$ cat config.mk
export PLATFORM = sky130hd
export DESIGN_NAME = lcd_bus_responder
export DESIGN_NICKNAME = d
export VERILOG_FILES = /design/src/rtl/lcd_bus_pkg.sv /design/src/rtl/sync_2ff.sv /design/src/rtl/lcd_bus_responder.sv
export SDC_FILE = /design/constraint.sdc
export NUM_CORES = 1
export LEC_CHECK = 0
export CORE_MARGIN = 8
export CORE_UTILIZATION = 55
export CTS_BUF_LIST = sky130_fd_sc_hd__clkbuf_8 sky130_fd_sc_hd__clkbuf_16
export DETAILED_ROUTE_END_ITERATION = 16
export DONT_BUFFER_PORTS = 1
export GPL_TIMING_DRIVEN = 0
export PLACE_DENSITY = 0.73
export REMOVE_ABC_BUFFERS = 1
export SLEW_MARGIN = 20
export SYNTH_ARGS = -nofsm -noshare
export SYNTH_HDL_FRONTEND = slang
export SYNTH_HIERARCHICAL = 1
export SYNTH_SLANG_ARGS = --single-unit
$ cat constraint.sdc
create_clock -name sys_clk -period 2.7 [get_ports sys_clk]
set_clock_uncertainty 0.2 [all_clocks]
set_input_delay 0.27 -clock sys_clk [delete_from_list [all_inputs] [get_ports sys_clk]]
set_output_delay 0.27 -clock sys_clk [all_outputs]
set_load 0.02 [all_outputs]
$ cat src/rtl/lcd_bus_pkg.sv
// lcd_bus_pkg: shared state encoding, instruction opcodes and address-counter width
package lcd_bus_pkg;
  typedef enum logic [1:0] {IDLE, WR_LO, RD_HI, RD_LO} state_t;
  localparam logic [7:0] CLEAR = 8'h01;
  localparam logic [7:0] HOME = 8'h02;
  localparam logic [7:0] FUNC_SET = 8'h20;
  localparam logic [7:0] SET_DDRAM = 8'h80;
  localparam int AC_W = 7;
  function automatic logic is_long(input logic [7:0] b);
    return b == CLEAR || b[7:1] == HOME[7:1];
  endfunction
  function automatic logic is_func_set(input logic [7:0] b);
    return b[7:5] == FUNC_SET[7:5];
  endfunction
endpackage

$ cat src/rtl/sync_2ff.sv
// sync_2ff: two-flop synchronizer for asynchronous bus pins
module sync_2ff #(
  parameter int W = 1
) (
  input  logic         sys_clk,
  input  logic         sys_rst_n,
  input  logic [W-1:0] d,
  output logic [W-1:0] q
);
  logic [W-1:0] m;
  always_ff @(posedge sys_clk or negedge sys_rst_n)
    if (!sys_rst_n) begin
      m <= '0;
      q <= '0;
    end else begin
      m <= d;
      q <= m;
    end
endmodule

$ cat src/rtl/lcd_bus_responder.sv
// lcd_bus_responder: HD44780-style 4/8-bit bus target with busy timing and AC tracking
module lcd_bus_responder
  import lcd_bus_pkg::*;
#(
  parameter logic [15:0] SHORT_BUSY = 16'd1000,
  parameter logic [15:0] LONG_BUSY = 16'd41000
) (
  input  logic            sys_clk,
  input  logic            sys_rst_n,
  input  logic            lcd_en,
  input  logic            lcd_rs,
  input  logic            lcd_rw,
  input  logic [3:0]      lcd_d_in,
  output logic [3:0]      lcd_d_out,
  output logic            lcd_d_oe,
  output logic            cmd_valid,
  output logic [7:0]      cmd_data,
  output logic            wr_valid,
  output logic [7:0]      wr_data,
  output logic [AC_W-1:0] wr_addr,
  output logic            rd_strobe,
  output logic [AC_W-1:0] rd_addr,
  input  logic [7:0]      rd_data,
  output logic            busy,
  output logic            busy_violation
);
  logic en_s, rs_s, rw_s, en_d, mode8, hi_rs, rd_pend, done, b_rs, rise, fall;
  logic [3:0] d_s, hi_nib, stat_lo, rd_lo;
  logic [7:0] b_val;
  logic [15:0] busy_cnt;
  logic [AC_W-1:0] ac;
  state_t state;
  sync_2ff #(.W(7)) u_sync (
    .sys_clk  (sys_clk),
    .sys_rst_n(sys_rst_n),
    .d        ({lcd_en, lcd_rs, lcd_rw, lcd_d_in}),
    .q        ({en_s, rs_s, rw_s, d_s})
  );
  assign rise = en_s && !en_d;
  assign fall = !en_s && en_d;
  assign busy = busy_cnt != 16'd0;
  // a byte completes on a write fall in 8-bit idle, or on the low-nibble fall in 4-bit mode
  assign done = fall && ((state == IDLE && !rw_s && mode8) || state == WR_LO);
  assign b_val = state == WR_LO ? {hi_nib, d_s} : {d_s, 4'h0};
  assign b_rs = state == WR_LO ? hi_rs : rs_s;
  always_ff @(posedge sys_clk or negedge sys_rst_n)
    if (!sys_rst_n) begin
      en_d <= 1'b0;
      mode8 <= 1'b1;
      hi_rs <= 1'b0;
      hi_nib <= '0;
      stat_lo <= '0;
      rd_lo <= '0;
      rd_pend <= 1'b0;
      busy_cnt <= '0;
      ac <= '0;
      state <= IDLE;
      lcd_d_out <= '0;
      lcd_d_oe <= 1'b0;
      cmd_valid <= 1'b0;
      cmd_data <= '0;
      wr_valid <= 1'b0;
      wr_data <= '0;
      wr_addr <= '0;
      rd_strobe <= 1'b0;
      rd_addr <= '0;
      busy_violation <= 1'b0;
    end else begin
      en_d <= en_s;
      cmd_valid <= 1'b0;
      wr_valid <= 1'b0;
      rd_strobe <= 1'b0;
      busy_violation <= 1'b0;
      rd_pend <= rd_strobe;
      if (rd_pend) begin
        rd_lo <= rd_data[3:0];
        lcd_d_out <= rd_data[7:4];
      end
      if (done) begin
        busy_cnt <= (!b_rs && is_long(b_val)) ? LONG_BUSY : SHORT_BUSY;
        busy_violation <= busy;
        if (b_rs) begin
          wr_valid <= 1'b1;
          wr_data <= b_val;
          wr_addr <= ac;
          ac <= ac + 7'd1;
        end else begin
          cmd_valid <= 1'b1;
          cmd_data <= b_val;
          if (|(b_val & SET_DDRAM)) ac <= b_val[6:0];
          else if (is_long(b_val)) ac <= '0;
          if (is_func_set(b_val)) mode8 <= b_val[4];
        end
      end else if (busy) busy_cnt <= busy_cnt - 16'd1;
      case (state)
        IDLE:
          if (fall && !rw_s && !mode8) begin
            hi_nib <= d_s;
            hi_rs <= rs_s;
            state <= WR_LO;
          end else if (rise && rw_s) begin
            hi_rs <= rs_s;
            stat_lo <= ac[3:0];
            lcd_d_oe <= 1'b1;
            if (rs_s) begin
              rd_strobe <= 1'b1;
              rd_addr <= ac;
            end else lcd_d_out <= {busy, ac[6:4]};
            state <= RD_HI;
          end
        RD_HI:
          if (fall) begin
            state <= mode8 ? IDLE : RD_LO;
            if (mode8 && hi_rs) ac <= ac + 7'd1;
          end
        WR_LO:
          if (fall) state <= IDLE;
        RD_LO:
          if (rise && rw_s) begin
            lcd_d_oe <= 1'b1;
            lcd_d_out <= hi_rs ? rd_lo : stat_lo;
          end else if (fall) begin
            state <= IDLE;
            if (hi_rs) ac <= ac + 7'd1;
          end
      endcase
      if (fall || !rw_s) lcd_d_oe <= 1'b0;
    end
endmodule

==> Word-level counts from Yosys, hierarchy flattened <==
Index checks and enable logic that the tools add are counted.
{ "classes": {"order_cmp": 0, "reduce_logical": 32, "n_mux": 44, "multipliers": 0, "n_addsub": 2, "bitwise": 2, "shifts": 0, "eq_ne": 10, "n_div": 0} }
{ "ops": {"columns": ["operator", "n"], "rows": [
  ["two-way mux 7 bit", 9],
  ["two-way mux 16 bit", 3],
  ["two-way mux 4 bit", 6],
  ["nonzero test 16 bit", 1],
  ["subtractor 16 x 1 -> 16 bit (second input constant)", 1],
  ["two-way mux 1 bit", 15],
  ["one-hot mux 7 bit (2 select lines)", 1],
  ["two-way mux 2 bit", 6],
  ["logical AND 1 bit", 10],
  ["AND reduction 2 bit", 5],
  ["AND reduction 3 bit", 3],
  ["== test 8 x 1 -> 1 bit (second input constant)", 1],
  ["two-way mux 8 bit", 1],
  ["one-hot mux 2 bit (4 select lines)", 1],
  ["one-hot mux 4 bit (2 select lines)", 1],
  ["adder 7 x 1 -> 7 bit (second input constant)", 1],
  ["== test 7 x 1 -> 1 bit (second input constant)", 1],
  ["zero test 1 bit", 5],
  ["== test 2 bit (second input constant)", 2],
  ["!= test 2 bit (second input constant)", 2],
  ["AND reduction 4 bit", 1],
  ["nonzero test 2 bit", 2],
  ["== test 3 x 1 -> 1 bit (second input constant)", 1],
  ["logical OR 1 bit", 3],
  ["7 further kinds", 8]
]} }
{ "word_totals": {"elab_cells": 112, "ff_bits": 94, "latch_bits": 0, "ram_bits": 0, "inputBits": 17, "romBits": 0, "n_memories": 0, "out_inout_bits": 40} }

==> Depth between registers and ports, before layout <==
Gate-level depths: netlist of the first run.
{ "depth": {"depth_word": 12, "ltp_mapped": 9, "mapped_depth_nobuf": 7} }

==> Hierarchy <==
The synthesis of the first run kept the hierarchy.
{ "by_module_without_submodules": {"columns": ["mod", "cells_each", "n_inst", "area_per_inst_um2", "seq_area_each_um2"], "rows": [
  ["lcd_bus_responder", 376, 1, 3881.2, 2003.2],
  ["sync_2ff", 14, 1, 350.3, 350.3]
]} }

==> Least setup slack after synthesis of the first run <==
No wires, ideal clock.
{ "synth_path": {"path_type": "register -> register", "startpoint": "reg busy_cnt[0]", "endpoint": "reg lcd_d_out[3]", "n_path_buf": 1, "stages_incl_launch_ff": 8, "arrival_ns": 2.340, "setup_slack_ns": 0.034, "period_less_slack_ns": 2.666, "t_required_ns": 2.374, "setup_ns": 0.126, "path_cell_list": "dfrtp_1 > inv_1 > ha_1 > or3b_2 > or2_4 > or4b_4 > buf_6 > a221o_1"} }
{ "synth_between": {"elab_chain_len": 5} }
{ "synth_rtl": {"columns": ["element", "line_no", "rtl"], "rows": [
  ["from (decl)", "lcd_bus_responder.sv:30", "logic [15:0] busy_cnt;"],
  ["from (signal assigned)", "lcd_bus_responder.sv:80", "busy_cnt <= (!b_rs && is_long(b_val)) ? LONG_BUSY : SHORT_BUSY;"],
  ["from (signal assigned)", "lcd_bus_responder.sv:94", "end else if (busy) busy_cnt <= busy_cnt - 16'd1;"],
  ["nonzero test 16 bit", "lcd_bus_responder.sv:41", "assign busy = busy_cnt != 16'd0;"],
  ["named net busy", "lcd_bus_responder.sv:24", "output logic busy,"],
  ["two-way mux 4 bit", "lcd_bus_responder.sv:105", "if (rs_s) begin"],
  ["two-way mux 4 bit", "lcd_bus_responder.sv:101", "end else if (rise && rw_s) begin"],
  ["two-way mux 4 bit", "lcd_bus_responder.sv:97", "if (fall && !rw_s && !mode8) begin"],
  ["one-hot mux 4 bit (2 select lines)", "lcd_bus_responder.sv:95", "case (state)"],
  ["to (signal assigned)", "lcd_bus_responder.sv:77", "lcd_d_out <= rd_data[7:4];"],
  ["to (signal assigned)", "lcd_bus_responder.sv:108", "end else lcd_d_out <= {busy, ac[6:4]};"],
  ["to (signal assigned)", "lcd_bus_responder.sv:121", "lcd_d_out <= hi_rs ? rd_lo : stat_lo;"],
  ["to (decl)", "lcd_bus_responder.sv:14", "output logic [3:0] lcd_d_out,"]
]} }
The timed path passes the listed nets, and every way through them passes these cells.
A chain may end at the register's enable or synchronous reset.

==> Worst setup path in the final report of the first run <==
{ "layout_path": {"startpoint": "reg busy_cnt[8]", "endpoint": "out busy"} }
{ "layout_between": {"elab_chain_len": 1} }
{ "layout_rtl": {"columns": ["element", "line_no"], "rows": [
  ["nonzero test 16 bit", "lcd_bus_responder.sv:41"],
  ["to (decl)", "lcd_bus_responder.sv:24"]
]} }
Every way passes these cells.

==> metrics.txt, run 1 <==
# TYPE chip_impl_metric gauge
chip_impl_info{name="result_of_the_run",value="finished with violations"} 1
chip_impl_info{name="violations",value="setup timing"} 1
chip_impl_metric{name="crit_buf_inv",unit=""} 0
chip_impl_metric{name="wire_per_inst",unit="um"} 17.0
chip_impl_metric{name="std_cell_rows",unit=""} 32
chip_impl_info{name="yosysTopAreaCell",value="dfrtp_1"} 1
chip_impl_metric{name="critPathMaxStageDelay",unit="ns"} 0.61
chip_impl_info{name="cts_tree",value="built"} 1
chip_impl_metric{name="postLayoutCoreUtil",unit=""} 0.634
chip_impl_info{name="synthTopCellsByArea",value="dfrtp_1 (55%), mux2_2 (6.7%), nand2_1 (4.8%), o21ai_0 (3.5%), mux2i_1 (3.1%)"} 1
chip_impl_metric{name="globalRouteOverflowTotal",unit=""} 0
chip_impl_metric{name="worstMarginPinSlew",unit="ns"} 0.660
chip_impl_metric{name="power_per_cell_area",unit="mW/mm2"} 1010
chip_impl_metric{name="grt_start_max_net_pins",unit=""} 95
chip_impl_metric{name="cts.sinks",unit=""} 94
chip_impl_metric{name="max_clock_freq",unit="GHz"} 0.361
chip_impl_metric{name="wire_length_of_the_first_global_routing_pass",unit="um"} 15000
chip_impl_metric{name="final_critical_path_setup_slack",unit="ns"} -0.0701
chip_impl_info{name="crit_path_end_kind",value="output pin"} 1
chip_impl_metric{name="worstPathArrival",unit="ns"} 2.30
chip_impl_info{name="tightest_hold_check_type",value="in2reg"} 1
chip_impl_metric{name="initialDrtViolationCount",unit=""} 183
chip_impl_metric{name="die_area",unit="mm2"} 0.0108
chip_impl_metric{name="cts-buffers-inserted",unit=""} 9
chip_impl_metric{name="cts.clk_slew.worst_paths",unit="ns"} 0.09
chip_impl_metric{name="ir_drop",unit="V"} 0.000522
chip_impl_metric{name="synth_cell_type_count",unit=""} 50
chip_impl_metric{name="timing.max_slew.rel_slack",unit=""} 0.556
chip_impl_metric{name="final_net_count",unit=""} 437
chip_impl_metric{name="critical_path.max_fanout",unit=""} 7
chip_impl_metric{name="hold_viol_final",unit=""} 0
chip_impl_metric{name="switching_power",unit="W"} 0.00178
chip_impl_metric{name="ys_seq_elements",unit=""} 94
chip_impl_metric{name="combPwrFrac",unit=""} 0.273
chip_impl_metric{name="regToRegSetupSlack",unit="ns"} 0.05
chip_impl_metric{name="power_report.internal_total",unit="W"} 0.00307
chip_impl_metric{name="power_leakage",unit="nW"} 2.11
chip_impl_metric{name="first_global_vias",unit=""} 2904
chip_impl_metric{name="max_cap_violations",unit=""} 0
chip_impl_metric{name="count_of_vias_placed_by_the_detailed_router",unit=""} 2896
chip_impl_info{name="cts_root_buf",value="clkbuf_8"} 1
chip_impl_metric{name="post-dp-hpwl",unit="um"} 6140
chip_impl_metric{name="final-setup-viol-count",unit=""} 1
chip_impl_metric{name="start_util",unit=""} 0.556
chip_impl_metric{name="synthesis.area",unit="mm2"} 0.00423
chip_impl_metric{name="cts.htree.levels",unit=""} 3
chip_impl_info{name="critPathTopFamily",value="simple AND/OR/NAND/NOR gates"} 1
chip_impl_metric{name="critical_path_depth",unit=""} 3
chip_impl_metric{name="i_o_pin_count",unit=""} 57
chip_impl_info{name="synth_commonest_cells",value="dfrtp_1 (93), nand2_1 (54), o21ai_0 (30), mux2_2 (25), a21oi_1 (23)"} 1
chip_impl_metric{name="share_seq_of_total_power",unit=""} 0.510
chip_impl_info{name="timing.setup.critical_path_class",value="reg2out"} 1
chip_impl_metric{name="required",unit="ns"} 2.23
chip_impl_metric{name="dieWidth",unit="um"} 104
chip_impl_info{name="reg2reg_from",value="busy_cnt[8]"} 1
chip_impl_metric{name="vias_per_cell",unit=""} 5.58
chip_impl_metric{name="detail_route.first_pass.iterations",unit=""} 4
chip_impl_metric{name="area_growth",unit="%"} 14.0
chip_impl_info{name="rsz0062_at_grt",value="true"} 1
chip_impl_metric{name="grt_antenna_before_repair",unit=""} 0
chip_impl_info{name="crit_path_end",value="busy"} 1
chip_impl_metric{name="numPortBuffers",unit=""} 0
chip_impl_metric{name="switching_share",unit=""} 0.367
chip_impl_metric{name="clock_power_share",unit=""} 0.217
chip_impl_metric{name="synth_seq_area_share",unit=""} 0.556
chip_impl_metric{name="drive_above_1_share",unit=""} 0.177
chip_impl_metric{name="synth_cells",unit=""} 390
chip_impl_metric{name="drt_wl_total",unit="um"} 8830
chip_impl_metric{name="remaining_antenna_violation_count_after_routing",unit=""} 0
chip_impl_metric{name="drv_slew",unit=""} 0
chip_impl_info{name="critical-path-slowest-cell",value="or4b_4"} 1
chip_impl_info{name="synth_flop_cell",value="dfrtp_1"} 1
chip_impl_metric{name="clk_latency",unit="ns"} 0.35
chip_impl_metric{name="groute.usage.overall",unit=""} 0.169
chip_impl_info{name="post-synth-top-count-cell",value="dfrtp_1"} 1
chip_impl_metric{name="post_synth_top_area_share",unit=""} 0.550
chip_impl_info{name="crit_path_cell_trace",value="or4_4 > or3_4 > or4b_4"} 1
chip_impl_info{name="worst_setup_path_start_kind",value="flop"} 1
chip_impl_metric{name="finish.instance_area",unit="mm2"} 0.00482
chip_impl_metric{name="die_y",unit="um"} 104
chip_impl_metric{name="cts.path.max_buffers",unit=""} 2
chip_impl_metric{name="design.core.area",unit="mm2"} 0.00761
chip_impl_metric{name="finalCritPeriodShare",unit=""} 1.03
chip_impl_metric{name="min_cycle_time_layout",unit="ns"} 2.77
chip_impl_metric{name="synth_edf_count",unit=""} 0
chip_impl_metric{name="drcViolationCount",unit=""} 0
chip_impl_metric{name="asyncSetResetFlopFracSynth",unit=""} 1.00
chip_impl_metric{name="reg2reg_depth",unit=""} 4
chip_impl_metric{name="postSynthAreaPerCell",unit="um2"} 10.9
chip_impl_info{name="timing.rr.end",value="lcd_d_out[3]"} 1
chip_impl_metric{name="ys.warnings.count",unit=""} 6
chip_impl_metric{name="finalWeightedCongestion",unit=""} 0.847
chip_impl_info{name="critPathLaunch",value="busy_cnt[8]"} 1
chip_impl_metric{name="placed_cell_area",unit="mm2"} 0.00431
chip_impl_metric{name="antenna_cells_inserted",unit=""} 0
layout make-up:
cell class	count	area, um2
Clock buffer	11	151
Clock inverter	5	81.3
Fill cell	582	2780
Inverter	11	41.3
Multi-Input combinational cell	271	1820
Sequential cell	94	2350
Tap cell	102	128
Timing Repair Buffer	25	245
cells by family (layout without fill, tap and decap cells):
group | Yosys count | in the layout | synth area share
and+or+nand+nor | 128 | 128 | 0.152
DFF | 94 | 94 | 0.556
AOI/OAI and AO/OA | 81 | 81 | 0.114
muxes | 38 | 38 | 0.0973
buffers and inverters | 25 | 52 | 0.0240
xor gates and xnor gates | 16 | 16 | 0.0331
adders and majority gates | 8 | 8 | 0.0237
worst min-delay path by stage:
stage	endpoint	start	slack, ns	depth (start not counted)
floorplan	ac[0]	sys_rst_n	-0.23	0
global placement	busy_cnt[2]	sys_rst_n	-0.22	0
detailed placement	busy_cnt[2]	sys_rst_n	-0.22	0
CTS	lcd_d_out[3]	rd_data[7]	0.1	3
global route	lcd_d_out[3]	rd_data[7]	0.09	3
finish	lcd_d_out[3]	rd_data[7]	0.12	3
worst min-delay path, delay by kind of cell:
family | cells | cell delay, ns
multiplexers | 1 | 0.07
AO/OA/AOI/OAI | 2 | 0.29
power by group through the flow:
stage	logic [W]	registers, W	clock network (W)
after CTS	0.00128	0.00247	0.00108
after detailed placement	0.00118	0.00250	0
after global placement	0.00113	0.00248	0
after floorplan	0.000982	0.00236	0
after global routing	0.00148	0.00254	0.00114
final	0.00133	0.00248	0.00105
routing by layer:
| layer | wire length [um] | track usage | vias to the layer above |
|---|---|---|---|
| li1 | - | - | 1405 |
| met3 | 367 | 0.0533 | 8 |
| met1 | 3980 | 0.216 | 1439 |
| met2 | 4390 | 0.274 | 44 |
| met4 | 83 | 0.0403 | 0 |
| met5 | 0 | 0 | - |
metrics by stage:
| step | power [W] | worst slack, ns | setup TNS (ns) | cells | hold slack [ns] |
|---|---|---|---|---|---|
| after floorplan | 0.00334 | -0.255 | -1.47 | 376 | -0.226 |
| after global placement | 0.00361 | -1.14 | -15.82 | 478 | -0.221 |
| after detailed placement | 0.00368 | -0.322 | -4.36 | 480 | -0.221 |
| after CTS | 0.00483 | -0.113 | -0.118 | 516 | 0.0985 |
| after global routing | 0.00516 | -0.148 | -0.190 | 519 | 0.0948 |
| final | 0.00486 | -0.0701 | -0.0701 | 519 | 0.122 |
sequential cells by signal (all words and copies together), names as in the netlist, 2 cells and up:
| signal | flops |
|---|---|
| busy_cnt | 16 |
| cmd_data | 8 |
| wr_data | 8 |
| ac | 7 |
| rd_addr | 7 |
| u_sync/m | 7 |
| u_sync/q | 7 |
| wr_addr | 7 |
| hi_nib | 4 |
| lcd_d_out | 4 |
| rd_lo | 4 |
| stat_lo | 4 |
| state | 2 |
timing repair:
action | in CTS | in global routing
endpoints found under the hold margin | 108 | 0
setup endpoints to repair | 39 | 25
pin swaps | 2 | 4
buffers inserted | 4 | 3
hold buffers | 16 | 0
resized for setup | 5 | 8
placed cells by master (no fill, tap or decap), types with 4 or more instances in the layout:
| cell type | n |
|---|---|
| ha_1 | 5 |
| clkbuf_8 | 11 |
| o21ai_0 | 30 |
| mux2_2 | 25 |
| nand2b_1 | 5 |
| mux2i_1 | 13 |
| nand2_1 | 53 |
| o22ai_1 | 7 |
| buf_4 | 9 |
| nor3_1 | 9 |
| inv_1 | 9 |
| nor2b_1 | 6 |
| dfrtp_1 | 92 |
| dlygate4sd3_1 | 15 |
| a21oi_1 | 23 |
| nor2_1 | 21 |
| xnor2_1 | 13 |
| nand3_1 | 6 |
| or2_2 | 4 |
No activity file was read; power rests on OpenSTA's default activity.
==> inputs of run 2 (changes only) <==
- CORE_UTILIZATION: 55 -> 50
- PLACE_DENSITY: 0.73 -> 0.68
==> run 2 against run 1 <==
Compared with the run above: the flow still finishes with violations (setup timing); utilization down 4.8 points; flip-flop and latch count unchanged; via count up 0.24%; sequential share of layout area up 0.089 points; wire length up 1.5%; maximum frequency up 0.79%; worst setup slack better by 0.022 ns; sequential power about the same; design area down 0.18%; global-route usage down 0.98 points; count of clock-buffer cells in the layout unchanged; total power down 1.5%; highest routed layer unchanged.
==> metrics.txt, run 2 (same netlist as run 1, synthesis figures left out) <==
# TYPE chip_impl_metric gauge
chip_impl_info{name="violations",value="setup timing"} 1
chip_impl_metric{name="cts.path.max_buffers",unit=""} 2
chip_impl_info{name="layout_top_registers",value="busy_cnt x16, cmd_data x8, wr_data x8"} 1
chip_impl_metric{name="design.core.area",unit="mm2"} 0.00822
chip_impl_metric{name="power_report.internal_total",unit="W"} 0.00299
chip_impl_info{name="cts_tree",value="built"} 1
chip_impl_metric{name="cts-buffers-inserted",unit=""} 9
chip_impl_metric{name="switching_share",unit=""} 0.374
chip_impl_metric{name="critical_path.max_fanout",unit=""} 7
chip_impl_info{name="max_flop_register",value="busy_cnt"} 1
chip_impl_metric{name="largest_reg_flops",unit=""} 16
chip_impl_metric{name="drt_wl_total",unit="um"} 8960
chip_impl_metric{name="cts.htree.levels",unit=""} 3
chip_impl_metric{name="grt_start_max_net_pins",unit=""} 95
chip_impl_metric{name="detail_route.first_pass.iterations",unit=""} 4
chip_impl_metric{name="hold_viol_final",unit=""} 0
chip_impl_metric{name="final_critical_path_setup_slack",unit="ns"} -0.0483
chip_impl_metric{name="finalCritPeriodShare",unit=""} 1.02
chip_impl_info{name="tightest_hold_check_type",value="in2reg"} 1
chip_impl_metric{name="combPwrFrac",unit=""} 0.283
chip_impl_metric{name="worstPathArrival",unit="ns"} 2.28
chip_impl_info{name="worst_setup_path_start_kind",value="flop"} 1
chip_impl_metric{name="cts.sinks",unit=""} 94
chip_impl_metric{name="ir_drop",unit="V"} 0.000383
chip_impl_metric{name="die_area",unit="mm2"} 0.0117
chip_impl_metric{name="post-layout-total-power",unit="W"} 0.00479
chip_impl_info{name="cts_root_buf",value="clkbuf_8"} 1
chip_impl_info{name="crit_path_end_kind",value="output pin"} 1
chip_impl_metric{name="first_global_vias",unit=""} 2892
chip_impl_info{name="layout.cells.most_common_list",value="dfrtp_1 (92), nand2_1 (53), o21ai_0 (29)"} 1
chip_impl_metric{name="crit_buf_inv",unit=""} 1
chip_impl_metric{name="antenna_cells_inserted",unit=""} 0
chip_impl_metric{name="required",unit="ns"} 2.23
chip_impl_metric{name="drcViolationCount",unit=""} 0
chip_impl_metric{name="post-dp-hpwl",unit="um"} 6180
chip_impl_info{name="critPathTopFamily",value="simple AND/OR/NAND/NOR gates"} 1
chip_impl_metric{name="cts.clk_slew.worst_paths",unit="ns"} 0.09
chip_impl_metric{name="drive_above_1_share",unit=""} 0.182
chip_impl_metric{name="finalHoldWorstSlack",unit="ns"} 0.0829
chip_impl_metric{name="final_net_count",unit=""} 438
chip_impl_metric{name="wire_per_inst",unit="um"} 17.1
chip_impl_metric{name="clock_power_share",unit=""} 0.201
chip_impl_metric{name="vias_per_cell",unit=""} 5.55
chip_impl_metric{name="die_y",unit="um"} 108
chip_impl_metric{name="wire_length_of_the_first_global_routing_pass",unit="um"} 14700
chip_impl_info{name="rsz0062_at_grt",value="true"} 1
chip_impl_metric{name="final-setup-viol-count",unit=""} 1
chip_impl_metric{name="totalNegativeSetupSlack",unit="ns"} -0.0483
chip_impl_metric{name="grt_antenna_before_repair",unit=""} 0
chip_impl_metric{name="max_clock_freq",unit="GHz"} 0.364
chip_impl_info{name="critical-path-slowest-cell",value="or4b_4"} 1
chip_impl_metric{name="finalWeightedCongestion",unit=""} 0.776
chip_impl_metric{name="globalRouteOverflowTotal",unit=""} 0
chip_impl_metric{name="drv_slew",unit=""} 0
chip_impl_metric{name="worstMarginPinSlew",unit="ns"} 0.648
chip_impl_metric{name="area_growth",unit="%"} 13.8
chip_impl_info{name="timing.setup.critical_path_class",value="reg2out"} 1
chip_impl_metric{name="count_of_vias_placed_by_the_detailed_router",unit=""} 2903
chip_impl_metric{name="pre_cts_slack",unit="ns"} -0.404
chip_impl_metric{name="power_per_cell_area",unit="mW/mm2"} 994
chip_impl_info{name="layout_commonest_cell",value="dfrtp_1"} 1
chip_impl_metric{name="i_o_pin_count",unit=""} 57
chip_impl_metric{name="min_cycle_time_layout",unit="ns"} 2.75
chip_impl_metric{name="remaining_antenna_violation_count_after_routing",unit=""} 0
chip_impl_info{name="result_of_the_run",value="finished with violations"} 1
chip_impl_metric{name="clk_latency",unit="ns"} 0.37
chip_impl_metric{name="initialDrtViolationCount",unit=""} 142
chip_impl_metric{name="dieWidth",unit="um"} 108
chip_impl_metric{name="groute.usage.overall",unit=""} 0.159
chip_impl_metric{name="critPathMaxStageDelay",unit="ns"} 0.64
chip_impl_metric{name="power_leakage",unit="nW"} 2.09
chip_impl_metric{name="std_cell_rows",unit=""} 33
chip_impl_metric{name="start_util",unit=""} 0.515
chip_impl_metric{name="timing.max_slew.rel_slack",unit=""} 0.565
chip_impl_info{name="crit_path_cell_trace",value="inv_1 > ha_2 > or3b_4 > or2_4 > or4b_4"} 1
chip_impl_metric{name="share_seq_of_total_power",unit=""} 0.516
chip_impl_metric{name="numPortBuffers",unit=""} 0
chip_impl_metric{name="switching_power",unit="W"} 0.00179
chip_impl_metric{name="max_cap_violations",unit=""} 0
==> run 2: final timing paths <==
kind / depth (start not counted) / end / slack (ns) / from
max in group asynchronous: 2 / mode8 / 1.65 / sys_rst_n
worst min register to register: 0 / u_sync/q[3] / 0.15 / u_sync/m[3]
worst max register to register: 6 / lcd_d_out[3] / 0.07 / busy_cnt[1]
min in group asynchronous: 2 / busy_cnt[3] / 0.28 / sys_rst_n
worst min-delay path: 3 / lcd_d_out[3] / 0.08 / rd_data[7]
worst max-delay path: 5 / busy / -0.05 / busy_cnt[1]
==> run 2: power by group through the flow <==
stage | clock, W | sequential [W] | combinational [W]
2_1_floorplan | 0 | 0.00236 | 0.000982
3_3_place_gp | 0 | 0.00249 | 0.00114
3_5_place_dp | 0 | 0.00250 | 0.00118
4_1_cts | 0.000987 | 0.00246 | 0.00132
5_1_grt | 0.00105 | 0.00253 | 0.00152
6_report | 0.000964 | 0.00247 | 0.00136
==> run 2: layout make-up <==
class / instances / area [um2]
clock buffer: 11 / 151
clock inverter: 5 / 57.6
fill: 655 / 3400
inverter: 11 / 45.0
multi-input combinational: 271 / 1820
sequential: 94 / 2350
tap: 105 / 131
timing repair buffer: 26 / 253
==> run 2: routing by layer <==
metal / GRT usage / part of all wire
met5: 0 / 0
met4: 0.0585 / 0.013
met3: 0.0434 / 0.031
met2: 0.265 / 0.51
met1: 0.195 / 0.44
==> run 2: repair_timing <==
action / CTS / global route
pin swaps: 2 / 2
endpoints found under the setup margin: 37 / 19
cloned: 0 / 0
hold endpoints to repair: 108 / 0
setup buffers: 6 / 2
resized for setup: 5 / 9
hold buffers: 16 / 0
==> run 2: worst reg2reg max path, cell delays in order (launching register included) <==
cell and delay, ns:
dfrtp_1 0.39, inv_1 0.06, ha_2 0.17, or3b_4 0.40, or2_4 0.25, or4b_4 0.64
a221o_1 0.40
==> run 2: per-stage QoR <==
step	util	instance area, um2	cells
floorplan	-	4170	376
global placement	0.524	4300	481
detailed placement	0.526	4320	483
CTS	0.579	4760	521
global route	0.586	4820	523
finish	0.586	4820	523
